--- config.mk ---
export PLATFORM = sky130hd
export DESIGN_NAME = clocks_multi_flat
export DESIGN_NICKNAME = d
export VERILOG_FILES = /design/src/rtl/clocks_multi_if.sv /design/src/rtl/clocks_multi.sv /design/src/flat_wrapper.sv
export SDC_FILE = /design/constraint.sdc
export NUM_CORES = 2
export LEC_CHECK = 0
export ABC_AREA = 1
export CAP_MARGIN = 20
export CORE_ASPECT_RATIO = 0.5
export CORE_MARGIN = 2
export CORE_UTILIZATION = 45
export CTS_CLUSTER_SIZE = 14
export DETAILED_ROUTE_END_ITERATION = 10
export HOLD_SLACK_MARGIN = 0.15
export PLACE_DENSITY = 0.72
export SYNTH_ARGS = -nofsm -noshare
export SYNTH_HDL_FRONTEND = slang
export SYNTH_SLANG_ARGS = --single-unit
--- constraint.sdc ---
create_clock -name clk_i -period 23.9 [get_ports clk_i]
set_input_delay 7.17 -clock clk_i [delete_from_list [all_inputs] [get_ports clk_i]]
set_output_delay 7.17 -clock clk_i [all_outputs]
set_load 0.005 [all_outputs]
--- src/rtl/clocks_multi_if.sv ---
// Control/status bundle for clocks_multi: run control, per-channel timing
// parameters and the generated clock/active outputs.
interface clocks_multi_if #(
  parameter int NUM_CH = 4,
  parameter int CW     = 32
);
  logic                 enable_i;
  logic                 resync_i;
  logic [NUM_CH*CW-1:0] PERIOD;
  logic [NUM_CH-1:0]    PERIOD_WSTB;
  logic [NUM_CH*CW-1:0] WIDTH;
  logic [NUM_CH*CW-1:0] DELAY;
  logic [NUM_CH-1:0]    clock_o;
  logic [NUM_CH-1:0]    active_o;

  modport master (
    output enable_i, resync_i, PERIOD, PERIOD_WSTB, WIDTH, DELAY,
    input  clock_o, active_o
  );

  modport slave (
    input  enable_i, resync_i, PERIOD, PERIOD_WSTB, WIDTH, DELAY,
    output clock_o, active_o
  );
endinterface

--- src/rtl/clocks_multi.sv ---
// NUM_CH independent periodic clock generators with programmable period, high
// time and start delay; period/width are shadowed so live outputs never glitch.
module clocks_multi #(
  parameter int NUM_CH = 4,
  parameter int CW     = 32
) (
  input  logic           clk_i,
  input  logic           reset_i,
  clocks_multi_if.slave  bus
);

  typedef enum logic [1:0] {
    ST_IDLE = 2'd0,
    ST_WAIT = 2'd1,
    ST_RUN  = 2'd2
  } state_t;

  localparam logic [CW-1:0] CNT_ZERO = {CW{1'b0}};
  localparam logic [CW-1:0] CNT_ONE  = {{(CW-1){1'b0}}, 1'b1};
  localparam logic [CW-1:0] CNT_TWO  = {{(CW-2){1'b0}}, 2'b10};

  state_t            state_r [NUM_CH];
  logic [CW-1:0]     cnt_r   [NUM_CH];
  logic [CW-1:0]     dcnt_r  [NUM_CH];
  logic [CW-1:0]     dly_r   [NUM_CH];
  logic [CW-1:0]     p_sh_r  [NUM_CH];
  logic [CW-1:0]     w_sh_r  [NUM_CH];
  logic [NUM_CH-1:0] clock_r;
  logic [NUM_CH-1:0] active_r;
  logic              en_prev_r;
  logic [NUM_CH-1:0] start_s;

  // High time actually used: the programmed width if it fits, else half period.
  function automatic logic [CW-1:0] eff_width(input logic [CW-1:0] p,
                                              input logic [CW-1:0] w);
    if ((w != CNT_ZERO) && (w < p)) begin
      return w;
    end else begin
      return p >> 1;
    end
  endfunction

  // Start events per channel; simultaneous sources merge into one restart.
  always_comb begin
    start_s = {NUM_CH{1'b0}};
    for (int n = 0; n < NUM_CH; n++) begin
      start_s[n] = bus.enable_i & (~en_prev_r | bus.resync_i | bus.PERIOD_WSTB[n]);
    end
  end

  // Per-channel IDLE/WAIT/RUN state machines with registered outputs.
  always_ff @(posedge clk_i or posedge reset_i) begin
    if (reset_i) begin
      // Treat enable as already seen high so leaving reset never self-starts.
      en_prev_r <= 1'b1;
      clock_r   <= {NUM_CH{1'b0}};
      active_r  <= {NUM_CH{1'b0}};
      for (int n = 0; n < NUM_CH; n++) begin
        state_r[n] <= ST_IDLE;
        cnt_r[n]   <= CNT_ZERO;
        dcnt_r[n]  <= CNT_ZERO;
        dly_r[n]   <= CNT_ZERO;
        p_sh_r[n]  <= CNT_ZERO;
        w_sh_r[n]  <= CNT_ZERO;
      end
    end else begin
      en_prev_r <= bus.enable_i;
      for (int n = 0; n < NUM_CH; n++) begin
        if (!bus.enable_i) begin
          state_r[n]  <= ST_IDLE;
          cnt_r[n]    <= CNT_ZERO;
          dcnt_r[n]   <= CNT_ZERO;
          clock_r[n]  <= 1'b0;
          active_r[n] <= 1'b0;
        end else if (start_s[n]) begin
          p_sh_r[n]  <= bus.PERIOD[n*CW +: CW];
          w_sh_r[n]  <= bus.WIDTH[n*CW +: CW];
          dly_r[n]   <= bus.DELAY[n*CW +: CW];
          dcnt_r[n]  <= CNT_ZERO;
          cnt_r[n]   <= CNT_ZERO;
          clock_r[n] <= 1'b0;
          if (bus.DELAY[n*CW +: CW] == CNT_ZERO) begin
            state_r[n]  <= ST_RUN;
            active_r[n] <= 1'b1;
          end else begin
            state_r[n]  <= ST_WAIT;
            active_r[n] <= 1'b0;
          end
        end else begin
          case (state_r[n])
            ST_WAIT: begin
              clock_r[n] <= 1'b0;
              // dly_r is non-zero here, so the subtraction cannot wrap.
              if (dcnt_r[n] == (dly_r[n] - CNT_ONE)) begin
                state_r[n]  <= ST_RUN;
                active_r[n] <= 1'b1;
                cnt_r[n]    <= CNT_ZERO;
              end else begin
                dcnt_r[n]   <= dcnt_r[n] + CNT_ONE;
              end
            end
            ST_RUN: begin
              active_r[n] <= 1'b1;
              if (p_sh_r[n] < CNT_TWO) begin
                clock_r[n] <= 1'b0;
                cnt_r[n]   <= CNT_ZERO;
                p_sh_r[n]  <= bus.PERIOD[n*CW +: CW];
                w_sh_r[n]  <= bus.WIDTH[n*CW +: CW];
              end else begin
                clock_r[n] <= (cnt_r[n] < eff_width(p_sh_r[n], w_sh_r[n]));
                if (cnt_r[n] == (p_sh_r[n] - CNT_ONE)) begin
                  cnt_r[n]  <= CNT_ZERO;
                  p_sh_r[n] <= bus.PERIOD[n*CW +: CW];
                  w_sh_r[n] <= bus.WIDTH[n*CW +: CW];
                end else begin
                  cnt_r[n]  <= cnt_r[n] + CNT_ONE;
                end
              end
            end
            default: begin
              state_r[n]  <= ST_IDLE;
              clock_r[n]  <= 1'b0;
              active_r[n] <= 1'b0;
            end
          endcase
        end
      end
    end
  end

  assign bus.clock_o  = clock_r;
  assign bus.active_o = active_r;

endmodule

--- src/flat_wrapper.sv ---
// flat-port wrapper written by rule: the top's interface ports become plain ports
module clocks_multi_flat 
#(
  parameter int NUM_CH = 4,
  parameter int CW     = 32
)
  (clk_i, reset_i, bus_enable_i, bus_resync_i, bus_PERIOD, bus_PERIOD_WSTB, bus_WIDTH, bus_DELAY, bus_clock_o, bus_active_o);
  clocks_multi_if #(.NUM_CH(NUM_CH), .CW(CW)) bus_i ();
  input  logic clk_i;
  input  logic reset_i;
  input wire logic [$bits(bus_i.enable_i)-1:0] bus_enable_i;
  input wire logic [$bits(bus_i.resync_i)-1:0] bus_resync_i;
  input wire logic [$bits(bus_i.PERIOD)-1:0] bus_PERIOD;
  input wire logic [$bits(bus_i.PERIOD_WSTB)-1:0] bus_PERIOD_WSTB;
  input wire logic [$bits(bus_i.WIDTH)-1:0] bus_WIDTH;
  input wire logic [$bits(bus_i.DELAY)-1:0] bus_DELAY;
  output wire logic [$bits(bus_i.clock_o)-1:0] bus_clock_o;
  output wire logic [$bits(bus_i.active_o)-1:0] bus_active_o;
  assign bus_i.enable_i = bus_enable_i;
  assign bus_i.resync_i = bus_resync_i;
  assign bus_i.PERIOD = bus_PERIOD;
  assign bus_i.PERIOD_WSTB = bus_PERIOD_WSTB;
  assign bus_i.WIDTH = bus_WIDTH;
  assign bus_i.DELAY = bus_DELAY;
  assign bus_clock_o = bus_i.clock_o;
  assign bus_active_o = bus_i.active_o;
  clocks_multi #(.NUM_CH(NUM_CH), .CW(CW)) u_core (.clk_i(clk_i), .reset_i(reset_i), .bus(bus_i));
endmodule
### After elaboration in Yosys (flattened, before gate mapping)

Cells that the tools add are included.

* bits of input ports: 392
* word-level logic and storage cells: 292
* output and inout port bits: 8
* register bits after elaboration: 657

* bitwise logic cells: 10
* $add $sub $neg: 16
* $lt $le $gt $ge: 12
* reductions and logical operators: 40
* equality and inequality tests: 36
* muxes and demuxes: 148

Operator list (number)
* two-way mux 32 bit: 88
* adder 32 x 1 -> 32 bit (second input constant): 8
* == test 32 bit: 8
* less-than comparator 32 bit: 8
* case mux 32 bit (2 select lines): 4
* subtractor 32 x 1 -> 32 bit (second input constant): 8
* zero test 32 bit: 4
* less-than comparator 32 x 2 -> 1 bit (second input constant): 4
* nonzero test 32 bit: 4
* two-way mux 1 bit: 32
* two-way mux 2 bit: 16
* AND reduction 2 bit: 16
* inequality test 3 x 2 -> 1 bit (second input constant): 8
* inequality test 4 x 1 -> 1 bit (second input constant): 4
* inequality test 4 x 2 -> 1 bit (second input constant): 4
* case mux 2 bit (2 select lines): 4
* inequality test 3 x 1 -> 1 bit (second input constant): 4
* AND reduction 3 bit: 4
* nonzero test 3 bit: 4
* == test 2 x 1 -> 1 bit (second input constant): 4
* == test 2 bit (second input constant): 4
* case mux 1 bit (2 select lines): 4
* nonzero test 2 bit: 4
* bitwise OR 1 bit: 5
* other kinds (3): 9

### Depth between registers and ports, before layout

* word-level depth: 12
* gate-level depth with buffers: 25
* gate-level depth less buffers: 24

### Least setup slack after synthesis

OpenSTA, ideal clock, no wires.

* kind: input-to-reg
* start point: input bus_resync_i
* end point: register u_core.cnt_r[100] (netlist name)
* path buffers: 2
* setup time: 0.071 ns
* data arrival time: 8.772 ns
* path slack: 15.057 ns
* stages: 11
* cell sequence: nor2_1 inv_1 nor2_1 inv_1 nor2_2 nand2_1 clkbuf_1 clkbuf_1 nand4_1 nand2_1 nor2_1

* longest elaborated chain between the ends: 5

Ends and longest elaborated chain
* from (decl): RTL line flat_wrapper.sv:12 `input wire logic [$bits(bus_i.resync_i)-1:0] bus_resync_i;`
* bitwise OR 1 bit * (2 in series): RTL line clocks_multi.sv:47 `start_s[n] = bus.enable_i & (~en_prev_r | bus.resync_i | bus.PERIOD_WSTB[n]);`
* bitwise AND 1 bit *: RTL line clocks_multi.sv:47
* inequality test 4 x 2 -> 1 bit (no source line) (tied with other cells)
* AND reduction 2 bit (no source line) / two-way mux 32 bit (equally long branches)
* to (signal, indexed assignment): RTL line clocks_multi.sv:116 `cnt_r[n] <= cnt_r[n] + CNT_ONE;`
* to (decl): RTL line clocks_multi.sv:23 `logic [CW-1:0] cnt_r [NUM_CH];`

Every way passes the cells marked *; elsewhere a longest branch is shown, timed or not.
A chain may end at the register's enable or synchronous reset.

### Worst setup path in the final report

* start point: input bus_resync_i
* end point: register u_core.p_sh_r[9] (netlist name)

* longest elaborated chain between the ends: 5

Ends and longest elaborated chain
* bitwise OR 1 bit * (2 in series): RTL line clocks_multi.sv:47
* bitwise AND 1 bit *: RTL line clocks_multi.sv:47
* nonzero test 3 bit (no source line) / nonzero test 2 bit (equally long branches)
* AND reduction 3 bit (no source line)
* to (signal, indexed assignment): RTL line clocks_multi.sv:76 `p_sh_r[n] <= bus.PERIOD[n*CW +: CW];`
* to (signal, indexed assignment): RTL line clocks_multi.sv:107 `p_sh_r[n] <= bus.PERIOD[n*CW +: CW];`
* to (signal, indexed assignment): RTL line clocks_multi.sv:113 `p_sh_r[n] <= bus.PERIOD[n*CW +: CW];`
* to (decl): RTL line clocks_multi.sv:26 `logic [CW-1:0] p_sh_r [NUM_CH];`

Marked as above.

==> results_tabular.tex <==
\begin{tabular}{lr}
\hline
Metric & Value \\
\hline
\multicolumn{2}{l}{\textbf{Floorplanning}} \\
Horizontal die dimension & about 480 microns \\
Number of cell rows & 87 \\
Number of top-level design ports & 400 \\
Die area & 0.116 sq mm \\
Height of the die & 242 microns \\
Starting density of the core & between 40 and 50\% \\
Placeable core area & 0.112 sq mm \\
\multicolumn{2}{l}{\textbf{Detailed routing}} \\
Ratio of routed vias to standard cells & approximately 5.3 \\
DRC violation count after routing & 0 \\
Total wire length & between 100,000 and 150,000 microns \\
Number of DRC violations after detailed-routing iteration 0 & approximately 3,700 \\
DR pass1 iterations & 6 \\
Total vias in the final route & roughly 48,000 \\
ANT nets after route & 0 \\
Average wire per cell in the routed design & $\sim$16 microns \\
\multicolumn{2}{l}{\textbf{Global routing}} \\
Pin count of the biggest net entering global routing & about 160 \\
Initial antenna violation count & 1 \\
Wire length of the first global-routing pass & between 200,000 and 250,000 microns \\
Via count of the first global-routing pass & $\sim$46,000 \\
Final global-route overflow total & 0 \\
Global router's overall resource usage & about a quarter \\
\multicolumn{2}{l}{\textbf{STA}} \\
Unrepaired setup endpoints after global routing & false \\
Transition time of the tightest slew-check pin & between 1000 and 1500 ps \\
Remaining max-slew budget at the tightest pin & between 30\% and 40\% \\
Final worst path period share & a little over two fifths \\
Post-layout minimum cycle time & 10,390 ps \\
Endpoints failing hold & 0 \\
Clock skew & approximately 32 ps \\
Total negative slack & 0 ps \\
Fmax & a little under 100 MHz \\
Count of pins over their slew limit & 0 \\
Setup-failing EPs final & 0 \\
\multicolumn{2}{l}{\textbf{Synth}} \\
Most common flop cell mapped by yosys & sky130\_fd\_sc\_hd\_\_dfrtp\_1 \\
Mapped cell area & a little over 0.05 sq mm \\
Number of synthesized register bits & $\sim$660 \\
Synthesized area divided by synthesized cell count & 7.01 sq um \\
Post-synthesis async set-or-reset flop share & 100\% \\
Mapped Nets & around 7,900 \\
Distinct cell type count of the synthesized netlist & 63 \\
Number of warning messages in the yosys log & 0 \\
Share of synthesized area occupied by flip-flops and latches & approximately a third \\
Cells after Synth & just over 7,000 \\
Biggest area contributors in the synthesized netlist & sky130\_fd\_sc\_hd\_\_dfrtp\_1, sky130\_fd\_sc\_hd\_\_nand2\_1, sky130\_fd\_sc\_hd\_\_xor2\_1 \\
Cell types with the highest counts after synthesis & sky130\_fd\_sc\_hd\_\_nand2\_1, sky130\_fd\_sc\_hd\_\_nor2\_1, sky130\_fd\_sc\_hd\_\_dfrtp\_1 \\
Most frequent cell after synthesis & sky130\_fd\_sc\_hd\_\_nand2\_1 \\
Post-synth EDFFs & 0 \\
Post-synth top area share & approximately 32\% \\
Dominant cell type by area after synthesis & sky130\_fd\_sc\_hd\_\_dfrtp\_1 \\
\multicolumn{2}{l}{\textbf{Setup path}} \\
Class of the most critical setup path & input port to flop \\
Kind of capture point of the worst setup path & flop \\
Reg-to-reg slack, setup & roughly 19,000 ps \\
Kind of launch point of the worst setup path & input port \\
Launching point of the worst reg2reg path & u\_core.p\_sh\_r[32]\$\_DFFE\_PP0P\_ \\
R2r endpoint & u\_core.w\_sh\_r[39]\$\_DFFE\_PP0P\_ \\
Crit path max fanout & 65 \\
Number of cells on the worst reg-to-reg path & 19 \\
Critical path arrival & roughly 11,000 ps \\
Data required time of the critical path & 24,470 ps \\
\multicolumn{2}{l}{\textbf{Placed design}} \\
Post-DP HPWL & roughly 110,000 microns \\
DP Cell Count & between 8,000 and 9,000 \\
Last weighted congestion value of the routability-driven placer & about 0.95 \\
Port Buffer Count & 399 \\
\multicolumn{2}{l}{\textbf{Min path}} \\
Launch point of the worst hold path & u\_core.dly\_r[63]\$\_DFFE\_PP0P\_ \\
Endpoint of the worst hold path & u\_core.dly\_r[63]\$\_DFFE\_PP0P\_ \\
Worst Hold Depth & 2 \\
Hold Path Class & flop to flop \\
\multicolumn{2}{l}{\textbf{Outcome}} \\
Result of the run & finished clean \\
\multicolumn{2}{l}{\textbf{Pwr}} \\
Pwr per Cell Area & 58.5 mW/mm\^{}2 \\
Lkg Pwr & 26.7 nW \\
Peak VDD IR & 0.0394 mV \\
\multicolumn{2}{l}{\textbf{Clock tree}} \\
Register clock-pin slew on the reported worst setup and hold paths & $\sim$60 ps \\
Clock root cell & sky130\_fd\_sc\_hd\_\_clkbuf\_16 \\
CTS max path bufs & 3 \\
TritonCTS clock tree & done \\
TritonCTS sink count & around 660 \\
Resized cells post-CTS & 0 \\
Cts hold-fix bufs & 0 \\
Count of buffers added by post-CTS timing repair for setup & 0 \\
Total number of H-tree levels & 3 \\
CTS Buf Count & 68 \\
Clock network latency to the later pin of the worst-skew pair & 660 ps \\
\multicolumn{2}{l}{\textbf{Cells and area}} \\
Area overhead of the layout relative to synthesis & 14.4\% \\
Final cell count without fillers & 9,056 \\
Layout cells sized above 1 & roughly 5.8\% \\
Fin nets & 8,154 \\
Ant. Diodes & 0 \\
\multicolumn{2}{l}{\textbf{Job}} \\
Number of maximum-capacitance constraint violations & 0 \\
\hline
\end{tabular}
-- how the worst max path moves through the flow --
stage                 start                                  to  slack (ps)  cells past startpoint
2_1_floorplan       reset_i  u_core.bus.active_o[0]$_DFFE_PP0P_        7750                      1
3_3_place_gp   bus_resync_i       u_core.p_sh_r[36]$_DFFE_PP0P_       12900                     12
3_5_place_dp   bus_resync_i        u_core.p_sh_r[6]$_DFFE_PP0P_       12920                     12
4_1_cts        bus_resync_i        u_core.p_sh_r[9]$_DFFE_PP0P_       13610                     12
5_1_grt        bus_resync_i        u_core.p_sh_r[9]$_DFFE_PP0P_       13220                     12
6_report       bus_resync_i        u_core.p_sh_r[9]$_DFFE_PP0P_       13510                     12
-- sequential cells by signal, indices dropped and copies added (netlist names) --
register / flops
u_core.dly_r: 128
u_core.state_r: 8
u_core.bus.active_o: 4
u_core.bus.clock_o: 4
u_core.p_sh_r: 128
u_core.en_prev_r: 1
u_core.cnt_r: 128
u_core.w_sh_r: 128
u_core.dcnt_r: 128
-- placed cells by master (no fill, tap or decap), types with 31 or more instances in the layout --
| cell | netlist | layout |
|---|---|---|
| sky130_fd_sc_hd__nor3_1 | 232 | 232 |
| sky130_fd_sc_hd__nand3_1 | 506 | 506 |
| sky130_fd_sc_hd__nand2_1 | 2174 | 2167 |
| sky130_fd_sc_hd__inv_2 | 34 | 35 |
| sky130_fd_sc_hd__nor2_2 | 32 | 33 |
| sky130_fd_sc_hd__clkbuf_16 | 0 | 71 |
| sky130_fd_sc_hd__buf_4 | 17 | 37 |
| sky130_fd_sc_hd__xor2_1 | 405 | 405 |
| sky130_fd_sc_hd__nor2_1 | 817 | 816 |
| sky130_fd_sc_hd__o21ai_1 | 93 | 93 |
| sky130_fd_sc_hd__o21ai_0 | 248 | 248 |
| sky130_fd_sc_hd__a21oi_1 | 134 | 134 |
| sky130_fd_sc_hd__clkdlybuf4s50_1 | 0 | 398 |
| sky130_fd_sc_hd__dfrtp_1 | 656 | 656 |
| sky130_fd_sc_hd__nor4_1 | 95 | 95 |
| sky130_fd_sc_hd__inv_1 | 571 | 569 |
| sky130_fd_sc_hd__nand3_2 | 69 | 69 |
| sky130_fd_sc_hd__nand2_2 | 26 | 31 |
| sky130_fd_sc_hd__xnor2_1 | 156 | 156 |
| sky130_fd_sc_hd__nand4_1 | 236 | 236 |
| sky130_fd_sc_hd__ha_1 | 272 | 272 |
-- power breakdown --
| part | internal (W) | switching, W | total (W) |
|---|---|---|---|
| combinational | 0.000347 | 0.000533 | 0.000879 |
| clock | 0.000692 | 0.000495 | 0.00119 |
| sequential | 0.00120 | 0.000135 | 0.00134 |
| total | 0.00224 | 0.00116 | 0.00340 |
-- cells by family (layout without fill, tap and decap cells) --
logic type	count (synthesis)	count (layout)	share of synthesized area, %
flops	657	657	32.3
buf+inv	885	1176	7.38
fa+ha+maj	272	272	6.69
xor+xnor	568	568	9.97
simple gates	4310	4310	37.6
compound gates	560	560	6.06
-- layer usage --
metal | track usage, % | vias to the layer above | wire length, microns
met5 | 0 | - | 0
met4 | 7.90 | 0 | 4520
met3 | 3.06 | 242 | 6170
met2 | 42.3 | 1132 | 69700
met1 | 32.3 | 22200 | 64200
li1 | - | 24100 | -
-- through the flow --
stage / utilization [%] / hold slack (ps) / cell area [sq um] / setup WS (ps) / power [W]
after CTS: 51.7 / 507 / 58100 / 13610 / 0.00343
after floorplan: - / 464 / 50800 / 7750 / 0.00196
after detailed placement: 49.5 / 490 / 55600 / 12920 / 0.00223
final: 51.8 / 504 / 58200 / 13510 / 0.00340
after global routing: 51.8 / 531 / 58200 / 13220 / 0.00362
after global placement: 49.5 / 481 / 55600 / 12900 / 0.00220
-- area by class of cell --
class | instances | area [sq um]
Sequential cell | 657 | 16400
Fill cell | 11000 | 54200
Inverter | 609 | 2290
Timing Repair Buffer | 444 | 4440
Clock buffer | 92 | 1980
Tap cell | 1513 | 1890
Multi-Input combinational cell | 5710 | 30700
Clock inverter | 31 | 448
-- critical path: stages --
cell and delay (ps):
sky130_fd_sc_hd__clkdlybuf4s50_1 510, sky130_fd_sc_hd__nor2_1 140, sky130_fd_sc_hd__inv_1 170, sky130_fd_sc_hd__or2_2 340, sky130_fd_sc_hd__nand2_2 570, sky130_fd_sc_hd__buf_4 510
sky130_fd_sc_hd__nand3_2 110, sky130_fd_sc_hd__buf_4 370, sky130_fd_sc_hd__nand2_2 270, sky130_fd_sc_hd__buf_4 490, sky130_fd_sc_hd__nand2_1 110, sky130_fd_sc_hd__nand2_1 100
Power figures use the tool's default switching activity.
